===== src/rtl/dcache_ctrl.sv =====
// Direct-mapped write-through, no-write-allocate data cache controller.
// Optional statistics counters enabled by defining DCACHE_CTRL_STATS_EN.
module dcache_ctrl #(
    parameter int INDEX_W    = 6,
    parameter int LINE_WORDS = 4
) (
    input  logic                                clk,
    input  logic                                rst,
    input  logic                                cpu_req,
    input  logic                                cpu_we,
    input  logic [31:0]                         cpu_addr,
    input  logic [31:0]                         cpu_wdata,
    output logic [31:0]                         cpu_rdata,
    output logic                                cpu_stall,
    output logic                                hit,
    output logic [INDEX_W+$clog2(LINE_WORDS)-1:0] dram_addr,
    output logic                                dram_we,
    output logic [31:0]                         dram_wdata,
    input  logic [31:0]                         dram_rdata,
    output logic                                mem_req,
    output logic                                mem_we,
    output logic [31:0]                         mem_addr,
    output logic [31:0]                         mem_wdata,
    input  logic                                mem_ack,
    input  logic [31:0]                         mem_rdata,
    output logic [31:0]                         hit_cnt,
    output logic [31:0]                         miss_cnt
);

    localparam int OFF_W = $clog2(LINE_WORDS);
    localparam int LINES = 1 << INDEX_W;
    localparam int TAG_W = 32 - INDEX_W - OFF_W - 2;
    localparam logic [OFF_W-1:0] LAST = OFF_W'(LINE_WORDS - 1);

    typedef enum logic [1:0] {
        IDLE,
        REFILL,
        WTHRU,
        FILL_DONE
    } state_t;

    state_t state, state_nx;

    logic [OFF_W-1:0]   off;
    logic [INDEX_W-1:0] idx;
    logic [TAG_W-1:0]   tag;

    logic [TAG_W-1:0]   tags [LINES];
    logic [LINES-1:0]   valid;
    logic [OFF_W-1:0]   cnt;
    logic [TAG_W-1:0]   rtag;
    logic [INDEX_W-1:0] ridx;
    logic [31:0]        waddr;
    logic [31:0]        wdata_r;

    logic start_fill;
    logic start_wr;
    logic fill_last;

    assign off = cpu_addr[OFF_W+1:2];
    assign idx = cpu_addr[OFF_W+INDEX_W+1:OFF_W+2];
    assign tag = cpu_addr[31:OFF_W+INDEX_W+2];

    assign hit       = valid[idx] && (tags[idx] == tag);
    assign cpu_rdata = dram_rdata;

    always_comb begin
        state_nx   = state;
        cpu_stall  = 1'b0;
        dram_addr  = {idx, off};
        dram_we    = 1'b0;
        dram_wdata = '0;
        mem_req    = 1'b0;
        mem_we     = 1'b0;
        mem_addr   = '0;
        mem_wdata  = '0;
        start_fill = 1'b0;
        start_wr   = 1'b0;
        fill_last  = 1'b0;
        unique case (state)
            IDLE: begin
                if (cpu_req) begin
                    if (cpu_we) begin
                        cpu_stall = 1'b1;
                        start_wr  = 1'b1;
                        state_nx  = WTHRU;
                        if (hit) begin
                            dram_we    = 1'b1;
                            dram_wdata = cpu_wdata;
                        end
                    end else if (!hit) begin
                        cpu_stall  = 1'b1;
                        start_fill = 1'b1;
                        state_nx   = REFILL;
                    end
                end
            end
            REFILL: begin
                cpu_stall = 1'b1;
                mem_req   = 1'b1;
                mem_addr  = {rtag, ridx, cnt, 2'b00};
                dram_addr = {ridx, cnt};
                if (mem_ack) begin
                    dram_we    = 1'b1;
                    dram_wdata = mem_rdata;
                    if (cnt == LAST) begin
                        fill_last = 1'b1;
                        state_nx  = FILL_DONE;
                    end
                end
            end
            WTHRU: begin
                mem_req   = 1'b1;
                mem_we    = 1'b1;
                mem_addr  = waddr;
                mem_wdata = wdata_r;
                cpu_stall = !mem_ack;
                if (mem_ack) begin
                    state_nx = IDLE;
                end
            end
            FILL_DONE: begin
                cpu_stall = 1'b1;
                state_nx  = IDLE;
            end
            default: state_nx = IDLE;
        endcase
    end

    // The line is invalidated at refill start so a partial fill never hits.
    always_ff @(posedge clk) begin
        if (rst) begin
            state   <= IDLE;
            valid   <= '0;
            cnt     <= '0;
            rtag    <= '0;
            ridx    <= '0;
            waddr   <= '0;
            wdata_r <= '0;
        end else begin
            state <= state_nx;
            if (start_fill) begin
                cnt        <= '0;
                rtag       <= tag;
                ridx       <= idx;
                valid[idx] <= 1'b0;
            end
            if (state == REFILL && mem_ack) begin
                cnt <= cnt + 1'b1;
            end
            if (fill_last) begin
                valid[ridx] <= 1'b1;
            end
            if (start_wr) begin
                waddr   <= cpu_addr & ~32'd3;
                wdata_r <= cpu_wdata;
            end
        end
    end

    always_ff @(posedge clk) begin
        if (fill_last) begin
            tags[ridx] <= rtag;
        end
    end

`ifdef DCACHE_CTRL_STATS_EN
    logic [31:0] hc;
    logic [31:0] mc;

    always_ff @(posedge clk) begin
        if (rst) begin
            hc <= '0;
            mc <= '0;
        end else begin
            if (state == IDLE && cpu_req && !cpu_we && hit) begin
                hc <= hc + 32'd1;
            end
            if (start_fill) begin
                mc <= mc + 32'd1;
            end
        end
    end

    assign hit_cnt  = hc;
    assign miss_cnt = mc;
`else
    assign hit_cnt  = '0;
    assign miss_cnt = '0;
`endif

endmodule


===== config.mk =====
export PLATFORM = sky130hd
export DESIGN_NAME = dcache_ctrl
export DESIGN_NICKNAME = d
export VERILOG_FILES = /design/src/rtl/dcache_ctrl.sv
export SDC_FILE = /design/constraint.sdc
export NUM_CORES = 2
export LEC_CHECK = 0
export BUFFER_PORTS_ARGS = -buffer_cell sky130_fd_sc_hd__buf_2
export CAP_MARGIN = 20
export CORE_ASPECT_RATIO = 0.6
export CORE_MARGIN = 1
export CORE_UTILIZATION = 50
export CTS_CLUSTER_DIAMETER = 100
export DETAILED_ROUTE_END_ITERATION = 16
export MAX_ROUTING_LAYER = met4
export PLACE_DENSITY_LB_ADDON = 0.1
export SYNTH_ARGS = -nofsm -noshare
export SYNTH_HDL_FRONTEND = slang
export SYNTH_SLANG_ARGS = --single-unit

===== constraint.sdc =====
create_clock -name clk -period 4.33 [get_ports clk]
set_input_delay 0.433 -clock clk [delete_from_list [all_inputs] [get_ports clk]]
set_output_delay 0.433 -clock clk [all_outputs]
set_load 0.02 [all_outputs]

* After elaboration in Yosys (flattened, before gate mapping) *
Memory sizes are Yosys's and may differ from the RTL's.
Cells that the tools add are included.

operators by class
  $add $sub $neg = 1
  order comparisons = 4
  equal/unequal tests = 10
  multiplexer cells = 48
  bitwise gates (word level) = 3
  reduce and logical (&&, ||, !) cells = 10

operator list
  kind                                                               count
  2-to-1 mux 64 bit                                                  3
  2-to-1 mux 32 bit                                                  5
  case mux 32 bit (2 select lines)                                   2
  AND 64 bit                                                         1
  NOT 64 bit                                                         1
  OR 64 bit                                                          1
  2-to-1 mux 1 bit                                                   23
  == test 22 bit                                                     1
  2-to-1 mux 2 bit                                                   8
  < comparator 6 x 7 -> 1 bit, second input constant                 2
  demux 1 bit (select 6 bit)                                         2
  greater-or-equal comparator 6 x 1 -> 1 bit, second input constant  2
  2-to-1 mux 8 bit                                                   1
  inequality test 2 bit, second input constant                       4
  case mux 2 bit (4 select lines)                                    1
  binary-select mux 1 bit (select 6 bit)                             1
  == test 2 bit, second input constant                               3
  AND reduction 5 bit                                                1
  logical AND 1 bit                                                  4
  OR reduction 2 bit                                                 2
  inequality test 3 bit, second input constant                       1
  case mux 1 bit (3 select lines)                                    1
  adder 2 x 1 -> 2 bit, second input constant                        1
  == test 2 x 1 -> 1 bit, second input constant                      1
  4 further kinds                                                    4

storage, ports and cells
  flip-flop bits (word level) = 158
  bits in writable memories = 1408
  bits of input ports = 133
  output and inout port bits = 205
  logic and storage cells = 84
  memories kept = 1

memories
  memory  words  bits a word  read ports  clocked after memory_dff  write ports  RTL line  source
  tags    64     22           1           0                         1            48        logic [TAG_W-1:0] tags [LINES];

* Longest topological paths before layout *
  word-level depth = 11
  depth in mapped cells = 20
  depth with buffers taken out = 11

* Least setup slack after synthesis *
OpenSTA, ideal clock, no wires.

  path kind = input port to output port
  start point = in cpu_addr[5]
  end point = out dram_wdata[0]
  arrival = 3612 ps
  data required time = 3897 ps
  slack = 285 ps
  cell stages on the path = 16
  path buffers = 7
  cell sequence = buf_6 -> buf_6 -> buf_6 -> inv_4 -> buf_2 -> buf_2 -> clkbuf_1 -> mux2i_1 -> o22ai_1 -> nor4_2 -> xor2_1 -> nand2_1 -> nor4_1 -> nand4_1 -> clkbuf_1 -> o21ai_0

on the way
  longest elaborated chain between the ends = 7
  elaborated cells on any way between the ends = 9
  classes of those cells = 1 x eq/ne; 6 x mux; 1 x reduce/logical; 1 x memory

ends and longest elaborated chain
  what                                                                                   RTL line  source
  start, declared                                                                        11        input logic [31:0] cpu_addr,
  memory (64 x 22 bit) / binary-select mux 1 bit (select 6 bit) (equally long branches)  -
  == test 22 bit / 2-to-1 mux 1 bit (equally long branches)                              64        assign hit = valid[idx] && (tags[idx] == tag);
  logical AND 1 bit *                                                                    64
  2-to-1 mux 32 bit *                                                                    87        if (hit) begin
  2-to-1 mux 32 bit *                                                                    83        if (cpu_we) begin
  2-to-1 mux 32 bit *                                                                    82        if (cpu_req) begin
  case mux 32 bit (2 select lines) *                                                     80        unique case (state)
  end, declared                                                                          18        output logic [31:0] dram_wdata,

Every way passes the cells marked *; elsewhere a longest branch is shown, timed or not. The select of a mux whose other input is x is not followed.

* Final worst setup path *
  start point = in cpu_addr[5]
  end point = out dram_wdata[31]

Same word-level chain as after synthesis.

==> flow_summary.ini <==
[run_status]
status = finished, violations left
violations = negative setup slack

[sta]
worst_pin_slew_ns = 1.201
max_freq_mhz = 205.3
finalWorstSetupSlack_ns = -0.5412
hold_viol = 0
rsz0062_at_grt = true
tns_ns = -17.90
finalSetupViolCount = 35
slew_viol_final = 0
clock_skew_ns = 0.02252
post-route-min-period_ns = 4.871
slew_headroom_pct = 19.90
finalCritPeriodShare_pct = 112.5

[clocking]
cts_buffers = 144
cts_tree = done
clock_latency_ns = 0.80
cts_root_buf = clkbuf_16
htreeDepth = 4
cts_sinks = 1566
clk_path_buf_depth = 3
clkTransAtPathRegs_ns = 0.06

[routing]
vias = 40910
remaining_drc_errors = 0
detail_route.first_pass.iterations = 6
drtAntennaViolNets = 0
post_drt_wl_per_cell_um = 34.77
detail_route.vias_per_cell = 6.395
drt_wl_total_mm = 222.4
drtIter0Drc = 6631

[setup_path]
cpMaxStageDelayCell = a22oi_1
crit_top_cell = buf_4
required_ns = 3.90
cp.arrival_ns = 4.44
crit_fanout = 17
cpPeakStageDelay_ns = 0.56
worstPathCellList = buf_8 -> buf_12 -> buf_4 -> nor2b_4 -> buf_4 -> a22oi_1 -> o221ai_1 -> a21oi_1 -> nor4bb_4 -> buf_4 -> xnor2_1 -> nor3_1 -> buf_4 -> and4_4 -> nand4_1 -> buf_6 -> buf_16 -> o21ai_2 -> buf_6
critical_path_class = input pin to output pin
startpoint_type = input pin
crit_path_end_kind = output pin

[power_and_ir_drop]
power_frac_seq_pct = 51.2
total_power_w = 0.03328
combPwrFrac_pct = 11.4
powerDensity_nw_per_um2 = 436.5
p_switching_w = 0.008409
p_leak_nw = 26.59
swShare_pct = 25.27
intPower_w = 0.02487
p_clk_share_pct = 37.4
irDropWorstVdd_v = 0.0004042

[global_route]
grt_pass1_vias = 37760
track_usage_pct = 35.54
grt_pass1_wl_mm = 305.3
grt_max_degree = 81
grt_overflow_total = 0
antenna_found_initial = 5

[synthesis]
synth_edf_count = 1408
syn_area_um2 = 63290
synth_top_family_by_area = multiplexers
synthSimpleGateAreaFrac_pct = 5.328
yosys.area_share.xor_xnor_pct = 0.2629
ys_top_cells_by_area = edfxtp_1, mux4_2, dfxtp_1, mux2i_1, nand2_1
synthFlopType = edfxtp_1
synthDistinctLibCells = 83
syn_avg_cell_area_um2 = 16.30
synth_compound_area_share_pct = 8.200
synthCells = 3882
synth_seq_cells = 1566
synth_top_area_share_pct = 66.80
ys_seq_area_share_pct = 71.80
synth_area_leader_cell = edfxtp_1
synthArstFlopShare_pct = 0
synthAdderAreaFrac_pct = 0.09884
ys_top_cells_by_count = edfxtp_1, nand2_1, mux2i_1, dfxtp_1, mux4_2
synth_warnings = 0
synth_most_common_cell = edfxtp_1
synthMuxAreaShare_pct = 10.56

[floorplanning]
die_y_um = 277.6
io_pins = 338
dieArea_um2 = 128100
core_area_um2 = 124700
start_util_pct = 50.74
rows = 100
dieWidth_um = 461.3

[placed_design]
dpl.hpwl_mm = 146.6
gp_congestion = 1.088
port_buffers = 205

[final_layout]
final_layout_size_suffix_gt1_share_pct = 31.13
num-fill-cells = 9360
ff_latch_area_um2 = 45470
syn_to_final_growth_pct = 20.46
multiInputGateArea_um2 = 16820
final_core_util_pct = 61.12
nets = 4733

[hold_path]
hold_class = input pin to flop

[job]
drv_cap = 0
[stage by stage]
step,instances,setup WS [ns],cell area (um^2),hold WS (ns)
2_1_floorplan,3947,0.2854,63540,0.4317
3_3_place_gp,6057,-1.298,69710,0.4384
3_5_place_dp,6058,-1.074,69710,0.4418
4_1_cts,6387,-0.3580,75810,0.007026
5_1_grt,6396,-0.5290,76240,0.04024
6_report,6397,-0.5412,76240,0.04865
[layout by cell type, fill, tap and decap left out, types with 100 or more instances in the layout]
cell type  instances
a21oi_1          119
a22oi_1          100
buf_2            166
buf_4            545
clkbuf_16        150
dfxtp_1          136
edfxtp_1        1408
mux2i_1          237
mux4_2           153
nand2_1          269
[logic make-up (layout without fill, tap and decap cells)]
| kind of cell | count (synthesis) | count (layout) |
|---|---|---|
| other cells | 1 | 68 |
| fa+ha+maj | 5 | 5 |
| flops | 1566 | 1566 |
| mux | 468 | 468 |
| compound gates | 735 | 735 |
| buf+inv | 394 | 1159 |
| simple gates | 694 | 694 |
| xor+xnor | 19 | 19 |
[power groups by stage]
stage | registers (W) | logic (W) | clock network, W
floorplan | 0.0174 | 0.00167 | 0
global placement | 0.0173 | 0.00339 | 0
detailed placement | 0.0174 | 0.00340 | 0
CTS | 0.0170 | 0.00361 | 0.0126
global route | 0.0170 | 0.00390 | 0.0131
finish | 0.0170 | 0.00378 | 0.0125
[final timing paths]
| kind | from | endpoint | slack (ns) | depth (start not counted) |
|---|---|---|---|---|
| hold / removal | rst | ridx[4] | 0.05 | 2 |
| hold reg to reg | wdata_r[7] | wdata_r[7] | 0.45 | 2 |
| setup / recovery | cpu_addr[5] | dram_wdata[31] | -0.54 | 19 |
| setup reg to reg | tags[44][8] | valid[54] | 0.12 | 15 |
[cell type report]
cell class,instances,share of cell area [%]
flip-flops and latches,1566,59.64
multi-input cells,1987,22.07
repair buffers,871,9.518
clock buffers,192,5.140
well taps,1683,2.762
clock inverters,71,0.7385
inverters,25,0.1296
diodes,2,0.006564
[timing repair]
| item | in CTS | in global routing |
|---|---|---|
| setup buffers | 7 | 6 |
| gates cloned | 5 | 2 |
| setup endpoints to repair | 128 | 35 |
| hold buffers | 56 | 0 |
| resized for setup | 233 | 64 |
| pin swaps | 46 | 26 |
| endpoints found under the hold margin | 69 | 0 |
[critical path: cells and delay by family]
family	cells	cell delay, ns
compound gates	4	1.16
xor+xnor	1	0.15
buf+inv	9	1.59
simple gates	5	1.04
[metal layers]
| layer | part of all wire [%] | track usage (%) | up-vias |
|---|---|---|---|
| met2 | 41 | 46.28 | 2761 |
| li1 | - | - | 16740 |
| met4 | 2.4 | 8.863 | 0 |
| met5 | 0 | - | - |
| met1 | 42 | 52.29 | 21090 |
| met3 | 15 | 12.99 | 329 |
[sequential cells by signal, indices dropped and copies added, names as in the netlist]
| name | count |
|---|---|
| ridx | 6 |
| state | 2 |
| wdata_r | 32 |
| rtag | 22 |
| valid | 64 |
| tags | 1408 |
| cnt | 2 |
| waddr | 30 |
No activity file was read; power rests on OpenSTA's default activity.
